`config.mk`:
```
export PLATFORM = sky130hd
export DESIGN_NAME = axi_w_fifo_drain
export DESIGN_NICKNAME = d
export VERILOG_FILES = /design/src/rtl/axi_w_fifo_drain.sv
export SDC_FILE = /design/constraint.sdc
export NUM_CORES = 1
export LEC_CHECK = 0
export CORE_ASPECT_RATIO = 1.1
export CORE_MARGIN = 10
export CORE_UTILIZATION = 35
export DETAILED_ROUTE_END_ITERATION = 8
export MAX_ROUTING_LAYER = met4
export PLACE_DENSITY = 0.55
export SYNTH_ARGS = -nofsm -noshare
export SYNTH_HDL_FRONTEND = slang
export SYNTH_SLANG_ARGS = --single-unit
```
`constraint.sdc`:
```
create_clock -name clk -period 4.6 [get_ports clk]
set_input_delay 0.92 -clock clk [delete_from_list [all_inputs] [get_ports clk]]
set_output_delay 0.92 -clock clk [all_outputs]
set_load 0.02 [all_outputs]
```
`src/rtl/axi_w_fifo_drain.sv`:
```
// Drains {data,strb,last} entries from the W clock-crossing FIFO onto an AXI4 W channel.
// WLAST comes from a beat counter; the FIFO last bit is only cross-checked.
module axi_w_fifo_drain #(
    parameter int DATA_W  = 32,
    parameter int STRB_W  = DATA_W / 8,
    parameter int ENTRY_W = DATA_W + STRB_W + 1,
    parameter int LEN_W   = 8
) (
    input  logic               clk,
    input  logic               rst,
    input  logic               fifo_not_empty,
    output logic               fifo_rd_en,
    input  logic [ENTRY_W-1:0] fifo_r_data,
    input  logic               len_valid,
    output logic               len_ready,
    input  logic [LEN_W-1:0]   len,
    output logic [DATA_W-1:0]  WDATA,
    output logic [STRB_W-1:0]  WSTRB,
    output logic               WLAST,
    output logic               WVALID,
    input  logic               WREADY,
    output logic               burst_done,
    output logic               err_last
);

    typedef enum logic {
        S_IDLE = 1'b0,
        S_XFER = 1'b1
    } state_t;

    state_t             state_q, state_d;
    logic [LEN_W-1:0]   len_q, len_d;
    logic [LEN_W-1:0]   pop_cnt_q, pop_cnt_d;
    logic [LEN_W-1:0]   sent_cnt_q, sent_cnt_d;
    logic               pops_done_q, pops_done_d;
    logic               err_q, err_d;
    logic               head_q, head_d;
    logic               tail_q, tail_d;
    logic [1:0]         count_q, count_d;
    logic [DATA_W-1:0]  bdata_q [2];
    logic [DATA_W-1:0]  bdata_d [2];
    logic [STRB_W-1:0]  bstrb_q [2];
    logic [STRB_W-1:0]  bstrb_d [2];

    logic               pop;
    logic               accept;
    logic               len_fire;
    logic               last_pop;

    // Pop decision deliberately ignores WREADY; the 2-deep buffer absorbs the stall.
    always_comb begin
        len_ready  = (state_q == S_IDLE) && !rst;
        len_fire   = len_valid && len_ready;
        fifo_rd_en = (state_q == S_XFER) && fifo_not_empty && (count_q < 2'd2)
                     && !pops_done_q && !rst;
        pop        = fifo_rd_en;
        last_pop   = (pop_cnt_q == len_q);
        WVALID     = (count_q != 2'd0);
        WDATA      = bdata_q[head_q];
        WSTRB      = bstrb_q[head_q];
        WLAST      = WVALID && (sent_cnt_q == len_q);
        accept     = WVALID && WREADY;
        burst_done = accept && WLAST;
        err_last   = err_q;
    end

    always_comb begin
        state_d     = state_q;
        len_d       = len_q;
        pop_cnt_d   = pop_cnt_q;
        sent_cnt_d  = sent_cnt_q;
        pops_done_d = pops_done_q;
        err_d       = err_q;
        head_d      = head_q;
        tail_d      = tail_q;
        bdata_d     = bdata_q;
        bstrb_d     = bstrb_q;
        count_d     = count_q + {1'b0, pop} - {1'b0, accept};

        if (len_fire) begin
            state_d     = S_XFER;
            len_d       = len;
            pop_cnt_d   = '0;
            sent_cnt_d  = '0;
            pops_done_d = 1'b0;
        end

        if (pop) begin
            bdata_d[tail_q] = fifo_r_data[ENTRY_W-1:STRB_W+1];
            bstrb_d[tail_q] = fifo_r_data[STRB_W:1];
            tail_d          = ~tail_q;
            pop_cnt_d       = pop_cnt_q + 1'b1;
            if (last_pop) begin
                pops_done_d = 1'b1;
            end
            if (fifo_r_data[0] != last_pop) begin
                err_d = 1'b1;
            end
        end

        if (accept) begin
            head_d     = ~head_q;
            sent_cnt_d = sent_cnt_q + 1'b1;
            if (WLAST) begin
                state_d = S_IDLE;
            end
        end
    end

    always_ff @(posedge clk) begin
        if (rst) begin
            state_q     <= S_IDLE;
            len_q       <= '0;
            pop_cnt_q   <= '0;
            sent_cnt_q  <= '0;
            pops_done_q <= 1'b0;
            err_q       <= 1'b0;
            head_q      <= 1'b0;
            tail_q      <= 1'b0;
            count_q     <= 2'd0;
            bdata_q[0]  <= '0;
            bdata_q[1]  <= '0;
            bstrb_q[0]  <= '0;
            bstrb_q[1]  <= '0;
        end else begin
            state_q     <= state_d;
            len_q       <= len_d;
            pop_cnt_q   <= pop_cnt_d;
            sent_cnt_q  <= sent_cnt_d;
            pops_done_q <= pops_done_d;
            err_q       <= err_d;
            head_q      <= head_d;
            tail_q      <= tail_d;
            count_q     <= count_d;
            bdata_q[0]  <= bdata_d[0];
            bdata_q[1]  <= bdata_d[1];
            bstrb_q[0]  <= bstrb_d[0];
            bstrb_q[1]  <= bstrb_d[1];
        end
    end

endmodule

```
==> results of run 1 <==
[stage by stage]
stage                     hold WS, ns  power, mW
after floorplan                0.4329      1.187
after global placement         0.4380      1.329
after detailed placement       0.4451      1.333
after CTS                      0.4555      2.149
after global routing           0.4768      2.220
final                          0.4524      2.124
[cells in the final DEF, fill, tap and decap left out, drive strengths merged, types with 2 or more instances in the layout]
| cell | n |
|---|---|
| a31oi | 2 |
| clkbuf | 10 |
| xor2 | 9 |
| clkdlybuf4s50 | 90 |
| a41oi | 2 |
| nor2 | 17 |
| a21oi | 85 |
| a311oi | 2 |
| clkinv | 4 |
| nor4 | 3 |
| and3 | 2 |
| a211oi | 3 |
| bufinv | 2 |
| nand3b | 9 |
| nor3b | 2 |
| nand3 | 8 |
| mux2 | 39 |
| nand4 | 5 |
| nand2 | 170 |
| o21ai | 5 |
| dfxtp | 103 |
| buf | 8 |
| nor3 | 6 |
| xnor2 | 11 |
| inv | 6 |
| ha | 4 |
[cell usage after synthesis, types with 2 or more instances]
library cell  instances  share of area (%)
mux2_2               39                9.7
nor3_4                2               0.72
nor3_1                4               0.44
clkinv_1              2               0.17
and3_1                2               0.28
o21ai_0               4               0.44
nand4_1               5               0.69
nand3_1               8               0.89
nor2_1               17                1.4
buf_2                11                1.2
dfxtp_1             103                 46
xor2_1                9                1.7
clkbuf_1             22                1.8
a21oi_1              85                9.4
ha_1                  4                1.1
a31oi_1               2               0.28
xnor2_1              11                2.1
nor3b_1               2               0.33
nor4_1                3               0.42
a41oi_1               2               0.39
a211oi_1              3               0.50
a311oi_1              2               0.39
inv_1                 4               0.33
nand3b_1              9                1.5
nand2_1             169                 14
[worst max-delay path, cell delays in order]
cell and delay [ns]:
clkdlybuf4s50_1 0.53, and4bb_4 0.31, nand2_4 0.09, clkinv_1 0.20, clkdlybuf4s50_1 0.65
[path summary, 6_finish.rpt]
check	from	end	slack, ns	cells after the start
worst max register to register	count_q[1]	bdata_q[1]	2.13	5
worst max-delay path	fifo_not_empty	fifo_rd_en	0.97	5
worst min register to register	bdata_q[59]	bdata_q[59]	0.45	2
worst min-delay path	bdata_q[59]	bdata_q[59]	0.45	2
[routing by layer]
metal  share of wire [%]  routed length (microns)  track usage, %  vias up
met3                 5.1                      624           3.365       15
met1                  46                     5674           17.64     1844
met2                  47                     5741           21.27       89
li1                    -                        -               -     1982
met4                 1.4                      176           4.745        0
met5                   0                        0               -        -
[state kept, by name (all words and copies together) (netlist names)]
register     flops
err_last         1
count_q          2
sent_cnt_q       8
tail_q           1
len_q            8
state_q          1
pops_done_q      1
bdata_q         64
bstrb_q          8
pop_cnt_q        8
head_q           1
[logic make-up (layout without fill, tap and decap cells)]
family	after synthesis	in the layout	synth area share, %
adder cells (fa/ha/maj)	4	4	1.108
flip-flops	103	103	45.64
multiplexers	39	39	9.720
buffers and inverters	41	120	3.794
XOR/XNOR	20	20	3.877
AND/OR/NAND/NOR	233	233	23.46
AO/OA/AOI/OAI	103	103	12.41
[power by group through the flow]
stage / clock, mW / sequential, mW / combinational, mW
2_1_floorplan: 0 / 0.960 / 0.227
3_3_place_gp: 0 / 1.01 / 0.316
3_5_place_dp: 0 / 1.01 / 0.321
4_1_cts: 0.833 / 0.992 / 0.324
5_1_grt: 0.874 / 0.997 / 0.350
6_report: 0.815 / 0.990 / 0.319
[layout make-up]
type                            count  area (sq um)
Inverter                            7         26.28
Multi-Input combinational cell    399          2290
Clock inverter                      5         82.58
Tap cell                          157         196.4
Fill cell                        1209          6795
Clock buffer                       10         229.0
Sequential cell                   103          2063
Timing Repair Buffer               98         960.9
==> results.md, run 1 <==
* RSZ-0062 raised after global routing: false
* Hold Crit Class: reg -> reg
* Setup TNS at 0 ns
* Worst skew pair latency at between 0.3 and 0.4 ns
* Yosys reg bits at 103
* Core region area at 0.01264 sq mm
* Hold buffers post-CTS at 0
* Final Hold Vio Count at 0
* Mapped Area at 0.004518 sq mm
* Antenna violations before repair at 0
* Pins Over Slew Limit at 0
* Worst-Margin Slew at 0.9844 ns
* Post-layout util at 46.25%
* Count of different cell masters after synthesis at 44
* Int Pwr at about 1.6 mW
* Worst Skew at 0.006427 ns
* Worst Setup Slack, final at 0.9728 ns
* Status: completed
* Via count at 3,930
* Place WS at 0.9735 ns
* Post-synth EDFFs at 0
* P_sw at 564.4 uW
* Worst-path clk slew at 0.07 ns
* TritonCTS clock tree: yes
* CTS Root Cell: clkbuf_16
* GRT Util Overall at 13.98%
* Slew headroom at between 30% and 40%
* Sink Count at about 100
* Chip height at approximately 140 microns
* Detailed router's first-iteration violation count at 320
* Routed len/inst at 15.68 microns
* Setup crit start kind: input port
* Hpwl dp at 8.234 mm
* Clk buf depth at 2
* Max-cap violations at 0
* Global route overflow at 0
* Post-route insts no fill at approximately 780
* Initial Utilization at a little over a third
* Die area at 0.01786 sq mm
* Syn nets at around 600
* WL final at approximately 12 mm
* Combinational Power Share at 15.0%
* Nets at 672
* Clock power frac at 38.4%
* CTS Buf Count at 9
* Tmin final at 3.627 ns
* Proportion of layout cells with a drive suffix above 1 at 11.74%
* Inserted Diodes at 0
* Area after DPL at 0.005537 sq mm
* CP required at 3.68 ns
* Cell Rows at 43
* Top FF cell, synth: dfxtp_1
* Cells after Synth at between 500 and 600
* Vias in the first global route at 3,898
* Largest net degree at the start of global routing at 58
* Setup-failing EPs final at 0
* # IOs at between 90 and 100
* Die width at 128.3 microns
* Crit path kind: in -> out
* DRC viols at 0
* Final ANT Viol Nets at 0
* Area grow syn2layout at 29.44%
* H-tree depth at 3
* Fmax at 275.7 MHz
* # port buffers at 91
* Switching power share of the total at between 20% and 30%
* Design area at 0.005848 sq mm
* CP max FO at 10
* Critical path capture point type: primary output
* Seq/Total Area, Yosys at 45.64%
* Reg power frac at ~47%
* Pre-Repair DR Iteration Count at 4
* Maximum vdd drop at ~0.21 mV
* Cell Pwr Density at 363.2 mW/mm^2
* Synthesized area per cell at 8.321 sq um
* Setup Buffers After CTS at 0
* Cts repair resizes at 0
* Placer congestion estimate at 0.7943
* Via density at 5.045
* Final period util at between 70 and 80%
* Post-Place Cells at 764
* Critical path arrival at 2.71 ns
* Ys async rst share at 0%
* First-pass GRT wire length at 19.88 mm
* Yosys warnings at 0
* Lkg Pwr at 2.072 nW
(Power assumes the default switching activity.)
==> inputs of run 2 (changes only) <==
PLACE_DENSITY = 0.57   (was 0.55)
clock period = 3 ns   (was 4.6 ns; I/O delays follow)
==> run 2 against run 1 <==
Against the previous run: via count up 1.6%; combinational power up 72%; hold slack worse by 0.0015 ns; global-route usage down 0.11 points; sequential power up 48%.
==> results.md, run 2 (synthesized netlist as in run 1, its figures left out) <==
* Status: completed
* Metal3 WL at 658 microns (+5.4%)
* GRT Util Overall at 13.87% (-0.11 points)
* Global route overflow at 0 (unchanged)
* Hold Crit Class: reg -> reg
* H-tree depth at 3 (unchanged)
* Pwr Total at 3.224 mW (+52%)
* Hpwl dp at 8.093 mm (-1.7%)
* CTS Buf Count at 9 (unchanged)
* Critical path capture point type: primary output
* Routed len/inst at 15.49 microns (-1.2%)
* Via count at 3,994 (+1.6%)
* # IOs at 92 (unchanged)
* Fill count at 1,214 (+0.41%)
* Core region area at 0.01264 sq mm (unchanged)
* Hold buffers post-CTS at 0 (unchanged)
* Max-cap violations at 0 (unchanged)
* Antenna violations before repair at 0 (unchanged)
* Most common cell after layout, fill and taps aside: nand2_1
* Initial Utilization at 35.73% (unchanged)
* Worst skew pair latency at 0.35 ns (about the same)
* TritonCTS clock tree: yes
* Chip height at 139.2 microns (unchanged)
* # port buffers at 91 (unchanged)
* Uppermost routed layer: met4
* Inserted Diodes at 0 (unchanged)
* Die area at 0.01786 sq mm (unchanged)
* Final ANT Viol Nets at 0 (unchanged)
* Final period util at 94.14%
* WL final at 12.14 mm (-0.60%)
* Proportion of layout cells with a drive suffix above 1 at 12.28% (+0.54 points)
* Detailed router's first-iteration violation count at 306 (-4.4%)
* Worst-Margin Slew at 1.012 ns (+0.02713 ns)
* First-pass GRT wire length at 19.76 mm (-0.59%)
* CP max FO at 2 (-8)
* Setup Buffers After CTS at 0 (unchanged)
* Setup TNS at 0 ns (unchanged)
* Reg with most FFs: bdata_q
* DRC viols at 0 (unchanged)
* Sink Count at 103 (unchanged)
* Max reg flops at 64 (unchanged)
* Setup-failing EPs final at 0 (unchanged)
* Hold Worst Slack at 0.4509 ns (-0.001533 ns)
* Most frequent cells in the layout: nand2_1 (169), dfxtp_1 (102), clkdlybuf4s50_1 (90)
* Setup crit start kind: input port
* M1 WL at 5.545 mm (-2.3%)
* Pins Over Slew Limit at 0 (unchanged)
* Area grow syn2layout at 30.21%
* Die width at 128.3 microns (unchanged)
* Crit path kind: in -> out
* Maximum vdd drop at 0.2495 mV (+20%)
* RSZ-0062 raised after global routing: false
* Clk buf depth at 2 (unchanged)
* Routed met2 length at 5.801 mm (+1.0%)
* Placer congestion estimate at 0.8100 (+2.0%)
* Critical path arrival at 2.22 ns (-0.49 ns)
* Worst-path clk slew at 0.07 ns (about the same)
* Slew headroom at 32.56% (-1.8 points)
* Worst Skew at 0.008739 ns (+0.002311 ns)
* Tmin final at between 2 and 3 ns
* Fmax at 354.1 MHz
* Lkg Pwr at 2.089 nW (+0.84%)
* Cell Rows at 43 (unchanged)
* Nets at 676 (+0.60%)
* Final Hold Vio Count at 0 (unchanged)
* Cts repair resizes at 0 (unchanged)
* CTS Root Cell: clkbuf_16
* CP required at 2.40 ns (-1.28 ns)
* Vias in the first global route at 4,007 (+2.8%)
* Cell Pwr Density at 548.0 mW/mm^2 (+51%)
* Via density at 5.094 (+0.98%)
* Largest net degree at the start of global routing at 96 (+66%)
* Pre-Repair DR Iteration Count at 4 (unchanged)
run 2: critical path, stage by stage:
cell and delay [ns]:
clkdlybuf4s50_1 0.47, o21ai_2 0.06, nor4_1 0.40, clkdlybuf4s50_1 0.69
run 2: area by class of cell:
class | instances | area, sq um | area share (%)
well taps | 157 | 196.4 | 3.339
multi-input cells | 399 | 2285 | 38.83
clock inverters | 5 | 66.31 | 1.127
inverters | 7 | 26.28 | 0.4466
clock buffers | 11 | 242.7 | 4.126
repair buffers | 102 | 1003 | 17.06
flip-flops and latches | 103 | 2063 | 35.07
run 2: metal layers:
| layer | vias to the layer above | GRT usage, % |
|---|---|---|
| met1 | 1908 | 17.01 |
| met4 | 0 | 4.033 |
| li1 | 1988 | - |
| met3 | 13 | 4.207 |
| met2 | 85 | 21.38 |
| met5 | - | - |
run 2: metrics by stage:
step	utilization [%]	worst slack, ns	std cells	cell area [sq um]
final	46.53	0.1759	784	5883
after global routing	46.53	0.05425	784	5883
after CTS	46.53	0.1477	784	5883
after detailed placement	44.09	0.1697	768	5574
after global placement	44.09	0.2280	768	5574
after floorplan	-	0.8515	543	4518
run 2: final timing paths:
check | from | to | slack [ns] | cells after the start
setup / recovery | WREADY | burst_done | 0.18 | 4
hold / removal | bdata_q[38] | bdata_q[38] | 0.45 | 2
setup reg to reg | count_q[1] | count_q[1] | 0.87 | 8
hold reg to reg | bdata_q[38] | bdata_q[38] | 0.45 | 2
run 2: report_power, final:
group	leakage, nW	internal, mW	total [mW]	switching, mW
logic	1.11	0.264	0.550	0.286
clock network	0.148	0.679	1.20	0.524
registers	0.834	1.41	1.47	0.0579
==> inputs of run 3 (changes only) <==
CTS_CLUSTER_SIZE = 28   (was default)
==> results of run 3 <==
Same layout as run 2: the final DEF is identical, and so are final timing and power.
